`src/rtl/quadrature_encoder_emulator.sv`:
```
// Quadrature encoder emulator: emits A/B quadrature transitions at a commanded
// period, for a finite number of ticks or continuously, with position tracking.
module quadrature_encoder_emulator #(
    parameter int PERIOD_WIDTH = 16,
    parameter int COUNT_WIDTH  = 32
) (
    input  logic                    clk,
    input  logic                    reset,
    input  logic                    enable,
    input  logic                    stop,
    input  logic                    cmd_valid,
    output logic                    cmd_ready,
    input  logic                    cmd_direction,
    input  logic [PERIOD_WIDTH-1:0] cmd_period,
    input  logic [COUNT_WIDTH-1:0]  cmd_steps,
    input  logic                    position_clear,
    output logic                    enc_a,
    output logic                    enc_b,
    output logic [COUNT_WIDTH-1:0]  position,
    output logic                    busy,
    output logic                    done
);

    typedef enum logic {
        ST_IDLE = 1'b0,
        ST_RUN  = 1'b1
    } state_t;

    state_t                  r_state;
    state_t                  w_state_next;

    logic                    r_dir;
    logic                    r_continuous;
    logic [PERIOD_WIDTH-1:0] r_period;
    logic [PERIOD_WIDTH-1:0] r_timer;
    logic [COUNT_WIDTH-1:0]  r_steps_rem;
    logic [1:0]              r_ab;
    logic [COUNT_WIDTH-1:0]  r_pos;
    logic                    r_done;

    logic                    w_accept;
    logic                    w_tick;
    logic                    w_last;
    logic [PERIOD_WIDTH-1:0] w_period_eff;
    logic [1:0]              w_ab_next;

    // A command offered while stop is high is never taken.
    assign w_accept     = cmd_valid & cmd_ready & ~stop;
    assign w_tick       = (r_state == ST_RUN) & enable & ~stop & ~w_accept &
                          (r_timer == PERIOD_WIDTH'(1));
    assign w_last       = w_tick & ~r_continuous & (r_steps_rem == COUNT_WIDTH'(1));
    assign w_period_eff = (cmd_period == '0) ? PERIOD_WIDTH'(1) : cmd_period;

    // Forward walks 00->10->11->01; reverse walks the same ring backwards.
    always_comb begin
        w_ab_next = r_ab;
        if (r_dir == 1'b0) begin
            w_ab_next = {~r_ab[0], r_ab[1]};
        end else begin
            w_ab_next = {r_ab[0], ~r_ab[1]};
        end
    end

    always_ff @(posedge clk) begin
        if (reset) begin
            r_state <= ST_IDLE;
        end else begin
            r_state <= w_state_next;
        end
    end

    always_comb begin
        w_state_next = r_state;
        if (stop) begin
            w_state_next = ST_IDLE;
        end else if (w_accept) begin
            w_state_next = ST_RUN;
        end else if (w_last) begin
            w_state_next = ST_IDLE;
        end
    end

    always_comb begin
        busy      = (r_state == ST_RUN);
        cmd_ready = (r_state == ST_IDLE) | r_continuous;
    end

    always_ff @(posedge clk) begin
        if (reset) begin
            r_dir        <= 1'b0;
            r_continuous <= 1'b0;
            r_period     <= '0;
            r_timer      <= '0;
            r_steps_rem  <= '0;
            r_ab         <= '0;
            r_done       <= 1'b0;
        end else begin
            r_done <= w_last;
            if (w_accept) begin
                r_dir        <= cmd_direction;
                r_period     <= w_period_eff;
                r_timer      <= w_period_eff;
                r_steps_rem  <= cmd_steps;
                r_continuous <= (cmd_steps == '0);
            end else if ((r_state == ST_RUN) && enable && !stop) begin
                if (w_tick) begin
                    r_timer <= r_period;
                    r_ab    <= w_ab_next;
                    if (!r_continuous) begin
                        r_steps_rem <= r_steps_rem - COUNT_WIDTH'(1);
                    end
                end else begin
                    r_timer <= r_timer - PERIOD_WIDTH'(1);
                end
            end
            // A finished or stopped run must not leave continuous mode armed.
            if (w_last || (stop && !w_accept)) begin
                r_continuous <= 1'b0;
            end
        end
    end

    always_ff @(posedge clk) begin
        if (reset || position_clear) begin
            r_pos <= '0;
        end else if (w_tick) begin
            r_pos <= r_dir ? (r_pos - COUNT_WIDTH'(1)) : (r_pos + COUNT_WIDTH'(1));
        end
    end

    assign enc_a    = r_ab[1];
    assign enc_b    = r_ab[0];
    assign position = r_pos;
    assign done     = r_done;

endmodule
```
`config.mk`:
```
export PLATFORM = sky130hd
export DESIGN_NAME = quadrature_encoder_emulator
export DESIGN_NICKNAME = d
export VERILOG_FILES = /design/src/rtl/quadrature_encoder_emulator.sv
export SDC_FILE = /design/constraint.sdc
export NUM_CORES = 1
export LEC_CHECK = 0
export ABC_CLOCK_PERIOD_IN_PS = 4400
export BUFFER_PORTS_ARGS = -buffer_cell sky130_fd_sc_hd__buf_2
export CAP_MARGIN = 40
export CORE_ASPECT_RATIO = 0.8
export CORE_MARGIN = 4
export CORE_UTILIZATION = 40
export DETAILED_ROUTE_END_ITERATION = 10
export PLACE_DENSITY = 0.6
export SYNTH_ARGS = -nofsm -noshare
export SYNTH_HDL_FRONTEND = slang
export SYNTH_SLANG_ARGS = --single-unit
```
`constraint.sdc`:
```
create_clock -name clk -period 4.4 [get_ports clk]
set_input_delay 0.88 -clock clk [delete_from_list [all_inputs] [get_ports clk]]
set_output_delay 0.88 -clock clk [all_outputs]
set_load 0.01 [all_outputs]
```
-- After elaboration in Yosys (flattened, before gate mapping)
Index checks and enable logic that the tools add are counted.
- div/mod/pow operators: 0
- order comparisons: 0
- $mul: 0
- equality and inequality tests: 3
- shift-type cells: 0
- bitwise gates (word level): 15
- mux-type cells: 12
- reductions and logical operators: 16
- $add $sub $neg: 4
- operator list (kind ; number):
    two-way mux 32 bit ; 5
    two-way mux 16 bit ; 4
    subtractor 32 x 1 -> 32 bit, second input constant ; 2
    adder 32 x 1 -> 32 bit, second input constant ; 1
    equality test 32 x 1 -> 1 bit, second input constant ; 1
    zero test 32 bit ; 1
    equality test 16 x 1 -> 1 bit, second input constant ; 1
    zero test 16 bit ; 1
    subtractor 16 x 1 -> 16 bit, second input constant ; 1
    AND 1 bit ; 8
    NOT 1 bit ; 6
    AND reduction 3 bit ; 2
    nonzero test 2 bit ; 3
    OR reduction 2 bit ; 2
    logical AND 1 bit ; 3
    zero test 1 bit ; 2
    logical OR 1 bit ; 2
    two-way mux 1 bit ; 2
    two-way mux 2 bit ; 1
    != test 2 x 1 -> 1 bit, second input constant ; 1
    bitwise OR 1 bit ; 1
- bits in writable memories: 0
- memories kept: 0
- logic and storage cells: 59
- bits in latches: 0
- bits of input ports: 55
- register bits: 102
- output and inout port bits: 37
- bits in read-only memories: 0

-- Logic depth before layout (Yosys ltp)
- depth after elaboration: 11
- gate-level depth with buffers: 11
- mapped depth without buffers: 10

-- Worst setup path before layout
No wires, ideal clock.
- path kind: reg-to-reg
- start: reg r_steps_rem[4]
- end: reg r_steps_rem[24]
- setup time: 0.091 ns
- path buffers: 2
- clock period less this slack: 3.410 ns
- slack: 0.990 ns
- cell stages (with the launch flop): 10
- data required time: 4.309 ns
- data arrival time: 3.319 ns
- path through: dfxtp_1 > or4_4 > or3_4 > or4_4 > or4_4 > buf_6 > or3_4 > buf_6 > or3_1 > a311oi_1
- longest elaborated chain between the ends: 5
- RTL lines (item ; RTL line ; RTL):
    from (decl) ; 36 ; logic [COUNT_WIDTH-1:0] r_steps_rem;
    from (signal assigned) ; 103 ; r_steps_rem <= cmd_steps;
    from (signal assigned) ; 110 ; r_steps_rem <= r_steps_rem - COUNT_WIDTH'(1);
    subtractor 32 x 1 -> 32 bit ; 110 ;
    two-way mux 32 bit ; 109 ; if (!r_continuous) begin
    two-way mux 32 bit ; 106 ; if (w_tick) begin
    two-way mux 32 bit ; 105 ; end else if ((r_state == ST_RUN) && enable && !stop) begin
    two-way mux 32 bit ; 99 ; if (w_accept) begin
No other way between the ends. The select of a mux whose other input is x is not followed.
A chain may end at the register's enable or synchronous reset.

-- Worst setup path after layout
- start: reg r_dir
- end: reg r_pos[29], in the netlist position[29]
- longest elaborated chain between the ends: 1
- RTL lines (item ; RTL line ; RTL):
    from (decl) ; 32 ; logic r_dir;
    from (signal assigned) ; 100 ; r_dir <= cmd_direction;
    two-way mux 32 bit ; 127 ; r_pos <= r_dir ? (r_pos - COUNT_WIDTH'(1)) : (r_pos + COUNT_WIDTH'(1));
    to (signal assigned) ; 127 ;
    to (decl) ; 38 ; logic [COUNT_WIDTH-1:0] r_pos;
No other way between the ends.

==> impl_metrics.tcl <==
set metrics [dict create \
    status "completed" \
    drv_cap 0 \
    syn_area_um2 6320 \
    clock_path_buffers 2 \
    finalSetupTns_ps 0 \
    chipHeight_um 120 \
    drtPass1Iterations 5 \
    gp_congestion 0.863 \
    max_freq_mhz 276 \
    wl_mm 17.1 \
    antenna_found_initial 0 \
    skew_ps 8.92 \
    timing.rr.end "position[29]$_SDFFE_PP0P_" \
    synthDistinctLibCells 54 \
    hold_end "r_period[14]$_SDFFE_PP0P_" \
    p_leak_nw 2.80 \
    synth_cells 814 \
    num_antenna_cells 0 \
    finalMaxSlewViolations 0 \
    rsz0062_at_grt "no" \
    viasPerCell 5.48 \
    layout_common_cells "128 x nand2_1, 102 x dfxtp_1, 91 x buf_2, 79 x nor2_1, 74 x a21oi_1" \
    fp.coreArea_um2 15300 \
    postCtsSetupBuffers 0 \
    area_growth_pct 14.6 \
    yosys_warnings 0 \
    r2r_slack_ps 770 \
    numCtsBuffers 9 \
    drive_above_1_share_pct 15.3 \
    endpoint_kind "flop" \
    start_util_pct 41.4 \
    final_net_count 967 \
    ys_ff_latch 102 \
    wire_per_inst_um 15.6 \
    htree_levels 3 \
    grtUsageTotal_pct 19.4 \
    yosysSeqAreaShare_pct 32.3 \
    route.detailed.drc 0 \
    ant_nets 0 \
    ys.flop_type "dfxtp_1" \
    fp.dieW_um 149 \
    reg2reg_from "r_dir$_SDFFE_PP0P_" \
    critPathLaunchType "flop" \
    powerDensity_nw_per_um2 303 \
    grt_max_degree 85 \
    worst_r2r_path_depth 10 \
    cp_max_fo 16 \
    period_share_pct 82.5 \
    clk_pin_slew_ps 70 \
    cts_resized 0 \
    worstMarginPinSlew_ps 850 \
    drt-initial-drc-count 542 \
    slowest_delay_ps 800 \
    setup_viol 0 \
    grt_pass1_vias 5517 \
    hold_viol 0 \
    clk_latency_ps 360 \
    cts.sinks 102 \
    vdd_drop_max_uv 162 \
    vias 5985 \
    crit_chain "buf_4 -> ha_1 -> nand2_1 -> nor3_1 -> nand3_1 -> o31ai_1 -> a21boi_0 -> a31oi_1 -> mux2i_1 -> a211oi_1" \
    hold_buffers 0 \
    pin_count 92 \
    synth_area_per_cell_um2 7.76 \
    cts_tree "built" \
    timing.hold.ws_ps 456 \
    async_flop_share_pct 0 \
    worstHoldStart "r_period[14]$_SDFFE_PP0P_" \
    io_buffers 91 \
    grt_pass1_wl_mm 28.3 \
    die_area_um2 17900 \
    min_period_ps 3630 \
    critPathArrivalTime_ps 3890 \
    cp_top_family "compound AO/OA/AOI/OAI gates" \
    path_class "reg -> reg" \
    cpMaxStageDelayCell "dfxtp_1" \
    crit_required_ps 4660 \
    hold_depth 2 \
    hp-class "reg -> reg" \
    slew_headroom_pct 43.3 \
    place_hpwl_mm 12.1 \
    path_buf_inv 1 \
    synth_nets 904 \
    overflow 0 \
    root_buffer "clkbuf_16" \
    synth-edff-count 0 \
    final_common_cell "nand2_1" \
    rows 40 \
]
cells by family after synthesis:
group                      after synthesis  synth area share (%)
xor gates and xnor gates                54                  7.49
buffers and inverters                   57                  3.62
DFF                                    102                  32.3
adders and majority gates               35                  7.05
muxes                                    1                 0.158
AOI/OAI and AO/OA                      235                  24.0
and+or+nand+nor                        330                  25.4
state kept, by name (all words and copies together), names as in the netlist:
register / count
r_steps_rem: 32
r_continuous: 1
r_dir: 1
position: 32
r_timer: 16
r_period: 16
done: 1
busy: 1
r_ab: 2
synth_stat cells, drive strengths merged, types with 5 or more instances:
master / number / share of area (%)
a211oi: 38 / 4.7
a21o: 10 / 1.2
a21oi: 75 / 5.9
a221oi: 5 / 0.69
a311oi: 13 / 1.8
a31oi: 9 / 0.89
clkbuf: 44 / 2.6
dfxtp: 102 / 32
ha: 34 / 6.7
inv: 9 / 0.53
nand2: 128 / 7.6
nand3: 11 / 0.87
nand4: 13 / 1.4
nor2: 79 / 4.7
nor3: 32 / 2.7
nor4: 22 / 2.9
o211ai: 11 / 1.3
o21ai: 43 / 3.4
or3: 17 / 1.8
or4: 13 / 1.7
xnor2: 42 / 5.8
xor2: 12 / 1.7
metrics by stage:
step,power [mW],setup slack [ps],instances,area (um2),utilization (%)
2_1_floorplan,1.25,990,814,6320,-
6_report,2.19,771,1092,7240,47.4
5_1_grt,2.30,400,1092,7240,47.4
3_5_place_dp,1.34,571,1076,6920,45.4
3_3_place_gp,1.34,657,1076,6920,45.4
4_1_cts,2.22,823,1092,7240,47.4
metal layers:
layer	track usage [%]	vias up	routed length [um]
met5	0	-	0
met4	3.40	0	92
met3	4.76	8	1010
met2	27.0	161	6880
met1	30.3	2690	9090
li1	-	3126	-
final cells by class:
type,count,area [um2]
tap,210,263
multi-input combinational,655,4060
inverter,9,33.8
timing repair buffer,100,523
fill,1517,8030
clock inverter,4,70.1
sequential,102,2040
clock buffer,12,246
worst max path at each step:
stage                                startpoint                           end  slack [ps]  cells after the start
global placement                           stop  r_steps_rem[12]$_SDFFE_PP0P_         660                      9
global route                 r_dir$_SDFFE_PP0P_     position[29]$_SDFFE_PP0P_         400                     10
detailed placement                         stop  r_steps_rem[12]$_SDFFE_PP0P_         570                      9
finish                       r_dir$_SDFFE_PP0P_     position[29]$_SDFFE_PP0P_         770                     10
floorplan           r_steps_rem[4]$_SDFFE_PP0P_  r_steps_rem[24]$_SDFFE_PP0P_         990                      9
CTS                          r_dir$_SDFFE_PP0P_     position[29]$_SDFFE_PP0P_         820                     10
worst register-to-register path, delay by kind of cell, from the launching register on:
family,cells,cell delay (ps)
muxes,1,140
and+or+nand+nor,3,570
AOI/OAI and AO/OA,4,1520
adders and majority gates,1,240
buffers and inverters,1,270
DFF,1,800
power breakdown:
group | switching, mW | leakage (nW) | internal, mW
logic | 0.188 | 1.81 | 0.132
clock network | 0.357 | 0.157 | 0.513
registers | 0.0413 | 0.832 | 0.963
(Power assumes the default switching activity.)
